[src/rtl/motor_meter_pkg.sv]
// Shared definitions for the motor metering blocks: meter state encoding and
// the widths of the speed/position words and of the hall edge counter.
package motor_meter_pkg;

  localparam int SPEED_W = 16;
  localparam int COUNT_W = 8;

  // PRIME waits for the first window edge to capture a baseline hall count;
  // RUN produces a speed sample on every window edge after that.
  typedef enum logic {
    PRIME = 1'b0,
    RUN   = 1'b1
  } meter_state_t;

  // Sign-extend an 8-bit hall count delta to the speed/position width.
  function automatic logic [SPEED_W-1:0] sext_delta(input logic [COUNT_W-1:0] d);
    return {{(SPEED_W-COUNT_W){d[COUNT_W-1]}}, d};
  endfunction

endpackage

[src/rtl/hall_speed_meter_sample_timer.sv]
// Sample window timer: counts 0..SAMPLE_PERIOD-1 and wraps. tick is high for
// the single terminal cycle of each window; the rising edge that ends that
// cycle is the sample edge.
module sample_timer #(
  parameter int SAMPLE_PERIOD = 50000
) (
  input  logic clk,
  input  logic rst_n,
  output logic tick
);

  localparam int CNT_W = (SAMPLE_PERIOD > 1) ? $clog2(SAMPLE_PERIOD) : 1;
  localparam logic [CNT_W-1:0] LAST = CNT_W'(SAMPLE_PERIOD - 1);

  logic [CNT_W-1:0] cnt;

  // Free-running window counter; reset starts a fresh window at 0.
  always_ff @(posedge clk or negedge rst_n) begin
    // NOTE: sequential state uses non-blocking assignments so every register
    // samples pre-edge values, independent of statement order.
    if (!rst_n)
      cnt <= '0;
    else if (cnt == LAST)
      cnt <= '0;
    else
      cnt <= cnt + 1'b1;
  end

  assign tick = (cnt == LAST);

endmodule

[src/rtl/hall_speed_meter.sv]
// Hall speed meter: once per sample window, turns the free-running hall edge
// count into a signed per-window speed and an accumulated position, with a
// host snapshot handshake and a sticky fault latch.
// Optional feature: define HALL_OVERSPEED_EN to build the overspeed latch
// (|delta| > OVERSPEED_LIMIT); without it overspeed is tied low.
module hall_speed_meter
  import motor_meter_pkg::*;
#(
  parameter int SAMPLE_PERIOD = 50000
`ifdef HALL_OVERSPEED_EN
  , parameter int OVERSPEED_LIMIT = 100
`endif
) (
  input  logic               clk,
  input  logic               rst_n,
  input  logic [COUNT_W-1:0] hall_count,
  input  logic               fault,
  input  logic               fault_clear,
  input  logic               snap_req,
  output logic               snap_ack,
  output logic [SPEED_W-1:0] snap_speed,
  output logic [SPEED_W-1:0] snap_position,
  output logic               sample_valid,
  output logic               fault_sticky,
  output logic               overspeed
);

  meter_state_t       state;
  logic [COUNT_W-1:0] prev_count;
  logic [SPEED_W-1:0] speed;
  logic [SPEED_W-1:0] position;
  logic               tick;
  logic [COUNT_W-1:0] delta;

  sample_timer #(
    .SAMPLE_PERIOD(SAMPLE_PERIOD)
  ) u_timer (
    .clk   (clk),
    .rst_n (rst_n),
    .tick  (tick)
  );

  // Modulo-256 difference; read as signed it covers -128..+127 per window.
  assign delta = hall_count - prev_count;

  // Window sampling: PRIME only captures the baseline, RUN updates speed/position.
  always_ff @(posedge clk or negedge rst_n) begin
    if (!rst_n) begin
      state        <= PRIME;
      prev_count   <= '0;
      speed        <= '0;
      position     <= '0;
      sample_valid <= 1'b0;
    end else begin
      sample_valid <= 1'b0;
      if (tick) begin
        prev_count <= hall_count;
        if (state == PRIME) begin
          state <= RUN;
        end else begin
          speed        <= sext_delta(delta);
          position     <= position + sext_delta(delta);
          sample_valid <= 1'b1;
        end
      end
    end
  end

  // Snapshot handshake: captures the values held before this edge, so a
  // request coinciding with a sample edge sees the pre-update speed/position.
  always_ff @(posedge clk or negedge rst_n) begin
    if (!rst_n) begin
      snap_ack      <= 1'b0;
      snap_speed    <= '0;
      snap_position <= '0;
    end else if (snap_req && !snap_ack) begin
      snap_ack      <= 1'b1;
      snap_speed    <= speed;
      snap_position <= position;
    end else begin
      snap_ack <= 1'b0;
    end
  end

  // Sticky fault latch; a new fault wins over a simultaneous clear.
  always_ff @(posedge clk or negedge rst_n) begin
    if (!rst_n)
      fault_sticky <= 1'b0;
    else if (fault)
      fault_sticky <= 1'b1;
    else if (fault_clear)
      fault_sticky <= 1'b0;
  end

`ifdef HALL_OVERSPEED_EN
  logic [COUNT_W-1:0] delta_mag;

  // Magnitude of the signed delta; -128 maps to 8'h80 = 128 unsigned.
  assign delta_mag = delta[COUNT_W-1] ? COUNT_W'(~delta + 1'b1) : delta;

  // Overspeed latch, set on a RUN sample edge, cleared by fault_clear (set wins).
  always_ff @(posedge clk or negedge rst_n) begin
    if (!rst_n)
      overspeed <= 1'b0;
    else if (tick && (state == RUN) && (32'(delta_mag) > OVERSPEED_LIMIT))
      overspeed <= 1'b1;
    else if (fault_clear)
      overspeed <= 1'b0;
  end
`else
  assign overspeed = 1'b0;
`endif

endmodule

[config.mk]
export PLATFORM = sky130hd
export DESIGN_NAME = hall_speed_meter
export DESIGN_NICKNAME = d
export VERILOG_FILES = /design/src/rtl/motor_meter_pkg.sv /design/src/rtl/hall_speed_meter_sample_timer.sv /design/src/rtl/hall_speed_meter.sv
export SDC_FILE = /design/constraint.sdc
export NUM_CORES = 1
export LEC_CHECK = 0
export BUFFER_PORTS_ARGS = -buffer_cell sky130_fd_sc_hd__buf_2
export CAP_MARGIN = 10
export CELL_PAD_IN_SITES_DETAIL_PLACEMENT = 0
export CELL_PAD_IN_SITES_GLOBAL_PLACEMENT = 1
export CORE_MARGIN = 8
export CORE_UTILIZATION = 50
export CTS_CLUSTER_DIAMETER = 80
export DETAILED_ROUTE_END_ITERATION = 7
export GPL_ROUTABILITY_DRIVEN = 0
export PLACE_DENSITY = 0.85
export SLEW_MARGIN = 20
export SYNTH_ARGS = -nofsm -noshare
export SYNTH_HDL_FRONTEND = slang
export SYNTH_SLANG_ARGS = --single-unit
[constraint.sdc]
create_clock -name clk -period 4.7 [get_ports clk]
set_input_delay 0 -clock clk [delete_from_list [all_inputs] [get_ports clk]]
set_output_delay 0 -clock clk [all_outputs]
set_load 0.01 [all_outputs]
==> results of run 1 <==
==> cell usage after synthesis (all sizes together) (3+ instances only) <==
| cell type | n | area, um^2 |
|---|---|---|
| dfrtp | 76 | 1900 |
| nand2 | 42 | 160 |
| mux2 | 33 | 372 |
| o21ai | 28 | 151 |
| ha | 25 | 313 |
| nor2 | 19 | 71.3 |
| xnor2 | 18 | 165 |
| buf | 16 | 110 |
| inv | 16 | 60.1 |
| xor2 | 15 | 131 |
| nand3 | 12 | 65.1 |
| a21oi | 10 | 50.1 |
| a21o | 9 | 67.6 |
| nor3 | 6 | 30.0 |
| clkbuf | 4 | 15.0 |
| nand2b | 4 | 25.0 |
| and3 | 3 | 18.8 |
| nand4 | 3 | 18.8 |
| nor2b | 3 | 18.8 |
| nor3b | 3 | 22.5 |
| o211ai | 3 | 37.5 |
| o21a | 3 | 22.5 |
| o21bai | 3 | 22.5 |
==> worst reg2reg max path, delay by kind of cell (launching register included) <==
kind	cells	cell delay (ns)
compound gates	7	1.32
xor+xnor	2	0.68
fa+ha+maj	2	0.68
flops	1	0.34
simple gates	2	0.28
buf+inv	1	0.07
==> routing by layer <==
layer / wire length (um) / track usage
met5: 0 / 0
met4: 159 / 0.0724
met3: 314 / 0.0284
met2: 3520 / 0.239
met1: 3640 / 0.178
==> cells by family after synthesis <==
logic type                 share of synthesized area
and+or+nand+nor                                0.117
DFF                                            0.468
AOI/OAI and AO/OA                              0.115
buffers and inverters                         0.0455
muxes                                         0.0938
xor gates and xnor gates                      0.0729
adders and majority gates                     0.0868
other                                       0.000922
==> cells in the final DEF, fill, tap and decap left out, types with 6 or more instances in the layout <==
| cell | netlist | layout |
|---|---|---|
| mux2_2 | 26 | 26 |
| mux2_1 | 7 | 7 |
| inv_1 | 15 | 15 |
| dlygate4sd3_1 | 0 | 11 |
| o21ai_1 | 13 | 13 |
| xnor2_1 | 17 | 17 |
| nand2_1 | 41 | 41 |
| buf_2 | 4 | 46 |
| a21oi_1 | 10 | 10 |
| a21o_1 | 9 | 9 |
| clkbuf_8 | 0 | 10 |
| nor3_1 | 6 | 6 |
| nor2_1 | 19 | 19 |
| xor2_1 | 15 | 15 |
| nand3_1 | 11 | 11 |
| o21ai_0 | 12 | 12 |
| ha_1 | 25 | 25 |
| dfrtp_1 | 76 | 76 |
==> registers in the layout, summed over array words and instances, names as in the netlist <==
| signal | flops |
|---|---|
| fault_sticky | 1 |
| position | 16 |
| prev_count | 8 |
| sample_valid | 1 |
| snap_ack | 1 |
| snap_position | 16 |
| snap_speed | 8 |
| speed | 8 |
| state | 1 |
| u_timer.cnt | 16 |
==> timing repair <==
item	CTS	global route
hold buffers	11	0
gates resized for setup	0	0
setup endpoints to repair	0	0
endpoints found under the hold margin	85	0
==> worst paths after layout <==
| check | slack (ns) | end |
|---|---|---|
| worst max register to register | 1.20 | position[12]$_DFFE_PN0P_ |
| worst min register to register | 0.48 | speed[0]$_DFFE_PN0P_ |
| max in group asynchronous | 3.79 | snap_position[14]$_DFFE_PN0P_ |
| worst min-delay path | 0.28 | snap_ack$_DFF_PN0_ |
| min in group asynchronous | 0.33 | snap_position[3]$_DFFE_PN0P_ |
| worst max-delay path | 1.20 | position[12]$_DFFE_PN0P_ |
==> area by class of cell <==
type	count	area, um^2	share of cell area
clock buffer	12	145	0.0313
clock inverter	4	72.6	0.0156
multi-input combinational	262	1980	0.427
timing repair buffer	58	348	0.0750
tap	105	131	0.0283
sequential	76	1900	0.410
inverter	16	60.1	0.0129
==> metrics by stage <==
stage	hold WS [ns]	instance area, um^2	worst slack (ns)	util
floorplan	-0.296	4070	1.55	-
global placement	0.180	4310	1.25	0.535
detailed placement	0.189	4310	1.18	0.536
CTS	0.286	4640	1.17	0.576
global route	0.344	4640	0.843	0.576
finish	0.277	4640	1.20	0.576
==> power by group <==
part	leakage, uW	internal (uW)	switching, uW	total [uW]
clock	0.000107	313	240	553
sequential	0.000820	672	10.7	683
combinational	0.00121	81.4	99.4	181
==> impl_metrics.toml, run 1 <==
[cells_and_area]
finalNetCount = 463
area_growth_syn_to_layout_pct = 14.1
diodes = 0
fillers = 685
instances_no_fill = 533
drive_gt1_frac = 0.236

[critical_path]
crit_chain = "inv_1 -> ha_1 -> nor2b_1 -> o2111ai_1 -> nand4_1 -> o211ai_2 -> xnor2_2 -> ha_1 -> a2111oi_0 -> o21a_1 -> o31ai_4 -> a31oi_1 -> xor2_1 -> o21ai_1"
reg2reg_from = "prev_count[1]$_DFFE_PN0N_"
crit_fanout = 12
reg2reg_depth = 14
worst_setup_path_end_kind = "flip-flop"
crit_family = "compound AO/OA/AOI/OAI gates"
setup.worst_path.start = "prev_count[1]$_DFFE_PN0N_"
cp_num_buf_inv = 1
critPathLaunchType = "flip-flop"
slowest_delay_ns = 0.52
cp.arrival_ns = 3.71
required_ns = 4.91
worstSetupPathType = "flip-flop to flip-flop"
worst_path_max_delay_cell = "xnor2_2"
cp_num_cells = 14
worst_path_most_repeated_cell = "ha_1"

[route]
vias = 2723
avgViaCountPerCell = 5.11
drt-initial-drc-count = 85
wl_mm = 7.64
dr.pass1.iters = 4
drcViolationCount = 0
routedWlPerCell_um = 14.3
detail-route-antenna-nets = 0

[sta]
relSlewSlack = 0.391
skew_ns = 0.00627
hold_viol = 0
fmax_mhz = 285
fin_crit_sh = 0.745
slew_violations = 0
finalSetupTns_ns = 0
rsz0062_at_grt = "false"
fin_crit_ns = 3.50
final-setup-viol-count = 0
tightest_slew_ns = 0.913

[global_route]
grt_pass1_vias = 2822
grt_use_total = 0.145
grt_max_degree = 77
antenna_found_initial = 0
grt_pass1_wl_mm = 13.2
grt_overflow = 0

[die]
die_w_um = 106
dieArea_um2 = 11300
pin_count = 49
chipHeight_um = 106
core_um2 = 8050
rows = 33
start_util = 0.505

[placement]
io_buffers = 47
dpl.hpwl_mm = 5.43
post-place-cells = 506

[hold_path]
hold_path_startpoint = "snap_req"
min_path_cells = 3
worst_hold_path_type = "input port to flip-flop"

[clock_tree]
clk_latency_ns = 0.35
clockBufferDepth = 2
clkSinkCount = 76
htreeDepth = 3
cts_root_buffer = "clkbuf_8"
clk_pin_slew_ns = 0.08
cts_made_buffers = 9
cts_setup_buffers = 0
cts_tree = "done"

[synthesis]
ys.warnings.count = 0
ys.flop_type = "dfrtp_1"
synth_cells = 374
synth.avg_cell_area_um2 = 10.9
netlist_area_um2 = 4070
ys_async_sr_fraction = 1.00
ys_types = 52
synth_edf_count = 0
synth-seq-cells = 76
synthesis.nets = 414
synth_seq_area_share = 0.468

[power]
vdd_drop_max_v = 0.000155
power_uw = 1420
power_density_nw_per_um2 = 305
power.leakage_uw = 0.00214

[outcome]
status = "completed"

[job]
cap_violations = 0
No activity file was read; power rests on OpenSTA's default activity.
==> run 2: changes to the inputs <==
--- a/config.mk
+++ b/config.mk
@@ -5,16 +5,17 @@
 export SDC_FILE = /design/constraint.sdc
 export NUM_CORES = 1
 export LEC_CHECK = 0
+export ABC_AREA = 1
 export BUFFER_PORTS_ARGS = -buffer_cell sky130_fd_sc_hd__buf_2
 export CAP_MARGIN = 10
 export CELL_PAD_IN_SITES_DETAIL_PLACEMENT = 0
 export CELL_PAD_IN_SITES_GLOBAL_PLACEMENT = 1
 export CORE_MARGIN = 8
-export CORE_UTILIZATION = 50
+export CORE_UTILIZATION = 44
 export CTS_CLUSTER_DIAMETER = 80
 export DETAILED_ROUTE_END_ITERATION = 7
 export GPL_ROUTABILITY_DRIVEN = 0
-export PLACE_DENSITY = 0.85
+export PLACE_DENSITY = 0.81
 export SLEW_MARGIN = 20
 export SYNTH_ARGS = -nofsm -noshare
 export SYNTH_HDL_FRONTEND = slang
==> constraint.sdc (replaced) <==
create_clock -name clk -period 3.5 [get_ports clk]
set_input_delay 0 -clock clk [delete_from_list [all_inputs] [get_ports clk]]
set_output_delay 0 -clock clk [all_outputs]
set_load 0.01 [all_outputs]
==> impl_metrics.toml, run 2 <==
[clock_tree]
clk_pin_slew_ns = 0.08
cts_root_buffer = "clkbuf_8"
clockBufferDepth = 2
htreeDepth = 3
clkSinkCount = 76
clk_latency_ns = 0.36
cts_made_buffers = 9
cts_tree = "done"
cts_resized = 0

[placement]
io_buffers = 47
dp_slack_ns = 0.577
dpl.hpwl_mm = 6.67

[synthesis]
ys_types = 35
synth.avg_cell_area_um2 = 7.96
synth_seq_area_share = 0.445
ys.flop_type = "dfrtp_1"
synth_edf_count = 0
synth-seq-cells = 76
yosysMostFrequentCell = "nand2_1"
synthesis.nets = 577
netlist_area_um2 = 4280
synth_top_area_frac = 0.445
ys_async_sr_fraction = 1.00
synth_area_leader_cell = "dfrtp_1"
ys.warnings.count = 0
yosys-top-cells-count = "nand2_1, dfrtp_1, inv_1, nand3_1, nor2_1"
synth_cells = 537
synthTopCellsByArea = "dfrtp_1, nand2_1, ha_1, inv_1, nand3_1"

[cells_and_area]
layout_common_cells = "nand2_1, dfrtp_1, inv_1, buf_2, nand3_1"
area_growth_syn_to_layout_pct = 13.6
fin_util = 0.506
top_regs = "position x16, snap_position x16, u_timer.cnt x16"
finalNetCount = 629
final_common_cell = "nand2_1"
drive_gt1_frac = 0.136
diodes = 0

[power]
vdd_drop_max_v = 0.000159
power.leakage_uw = 0.00262
power_uw = 1830
power_density_nw_per_um2 = 378

[hold_path]
worst_hold_path_type = "input port to asynchronous set/reset pin"

[sta]
timing.hold.ws_ns = 0.356
fmax_mhz = 341
hold_viol = 0
relSlewSlack = 0.363
fin_crit_ns = 2.93
skew_ns = 0.00881
rsz0062_at_grt = "false"
final-setup-viol-count = 0
setup_ws_ns = 0.571
fin_crit_sh = 0.837
tightest_slew_ns = 0.955
finalSetupTns_ns = 0
slew_violations = 0

[global_route]
grt_use_total = 0.149
grt_pass1_wl_mm = 15.6
grt_pass1_vias = 3365
antenna_found_initial = 0
grt_overflow = 0
grt_max_degree = 77

[critical_path]
required_ns = 3.73
worst_path_max_delay_cell = "ha_1"
slowest_delay_ns = 0.35
crit_fanout = 8
worst_path_most_repeated_cell = "nand2_1"
worst_setup_path_end_kind = "flip-flop"
cp.arrival_ns = 3.16
crit_chain = "inv_1 -> ha_1 -> nand2_1 -> nand2_1 -> a21oi_1 -> nand2_1 -> nand2_1 -> nand2_1 -> inv_1 -> ha_1 -> nand2_1 -> inv_1 -> a21oi_1 -> nor2_1 -> nor2_1 -> nand3_1 -> nand3_1 -> o21ai_0"
critPathLaunchType = "flip-flop"
worstSetupPathType = "flip-flop to flip-flop"

[outcome]
status = "completed"

[route]
detail-route-antenna-nets = 0
wl_mm = 9.02
vias = 3432
drcViolationCount = 0
avgViaCountPerCell = 4.72
drt-initial-drc-count = 110
dr.pass1.iters = 4
routedWlPerCell_um = 12.4

[die]
die_w_um = 115
rows = 36
pin_count = 49
start_util = 0.446
dieArea_um2 = 13100
core_um2 = 9590
chipHeight_um = 115

[job]
cap_violations = 0
## run 2: cell types whose count changed after synthesis, sizes merged, moves of 4 or more
cell    delta
o21ai      +9
mux2      -33
nand3     +19
nand2b     -4
xnor2      -9
a21oi      +6
xor2       -7
nor2      +11
inv       +56
nand2    +138
## run 2: path summary, 6_finish.rpt
path	startpoint	to	slack (ns)	depth (start not counted)
min in group clk	fault	fault_sticky$_DFFE_PN0P_	0.38	3
min	rst_n	u_timer.cnt[9]$_DFF_PN0_	0.36	2
max in group asynchronous	rst_n	position[11]$_DFFE_PN0P_	2.55	2
min reg2reg	u_timer.cnt[0]$_DFF_PN0_	u_timer.cnt[0]$_DFF_PN0_	0.46	1
max reg2reg	prev_count[4]$_DFFE_PN0N_	position[13]$_DFFE_PN0P_	0.57	18
max	prev_count[4]$_DFFE_PN0N_	position[13]$_DFFE_PN0P_	0.57	18
## run 2: layout make-up
cell class / instances / area, um^2
multi-input combinational: 370 / 1970
tap: 133 / 166
clock buffer: 12 / 155
fill: 961 / 4740
sequential: 76 / 1900
clock inverter: 4 / 23.8
inverter: 72 / 270
timing repair buffer: 60 / 365
## run 2: critical path: cells and delay by family (launching register included)
family	cells	cell delay (ns)
compound gates	3	0.52
buf+inv	3	0.33
flops	1	0.34
simple gates	10	0.92
fa+ha+maj	2	0.69
## run 2: metrics by stage
step	cell area, um^2	instances
2_1_floorplan	4280	537
3_3_place_gp	4560	699
3_5_place_dp	4560	699
4_1_cts	4860	727
5_1_grt	4860	727
6_report	4860	727
## run 2: power by group
group / total [uW] / internal, uW / leakage [uW] / switching, uW
clock: 620 / 294 / 0.0000961 / 326
combinational: 283 / 113 / 0.00171 / 171
sequential: 930 / 912 / 0.000807 / 18.5
## run 2: kinds of logic after synthesis
group / after synthesis / share of synthesized area
AOI/OAI and AO/OA: 65 / 0.0843
xor gates and xnor gates: 17 / 0.0348
adders and majority gates: 27 / 0.0825
buffers and inverters: 91 / 0.0936
DFF: 76 / 0.445
other: 1 / 0.000877
and+or+nand+nor: 260 / 0.259
## run 2: metal layers
layer  wire (um)  vias up  global-route usage  share of wire
li1            -     1793                   -              -
met4          86        0              0.0479         0.0095
met5           0        -                   0              0
met1        4420     1571               0.187           0.49
met2        4040       60               0.239           0.45
met3         471        8              0.0454          0.052
## run 2: what timing repair did
item                                   in CTS  in global routing
endpoints found under the hold margin      86                  0
hold buffers                               12                  0
buffers inserted                            0                  0
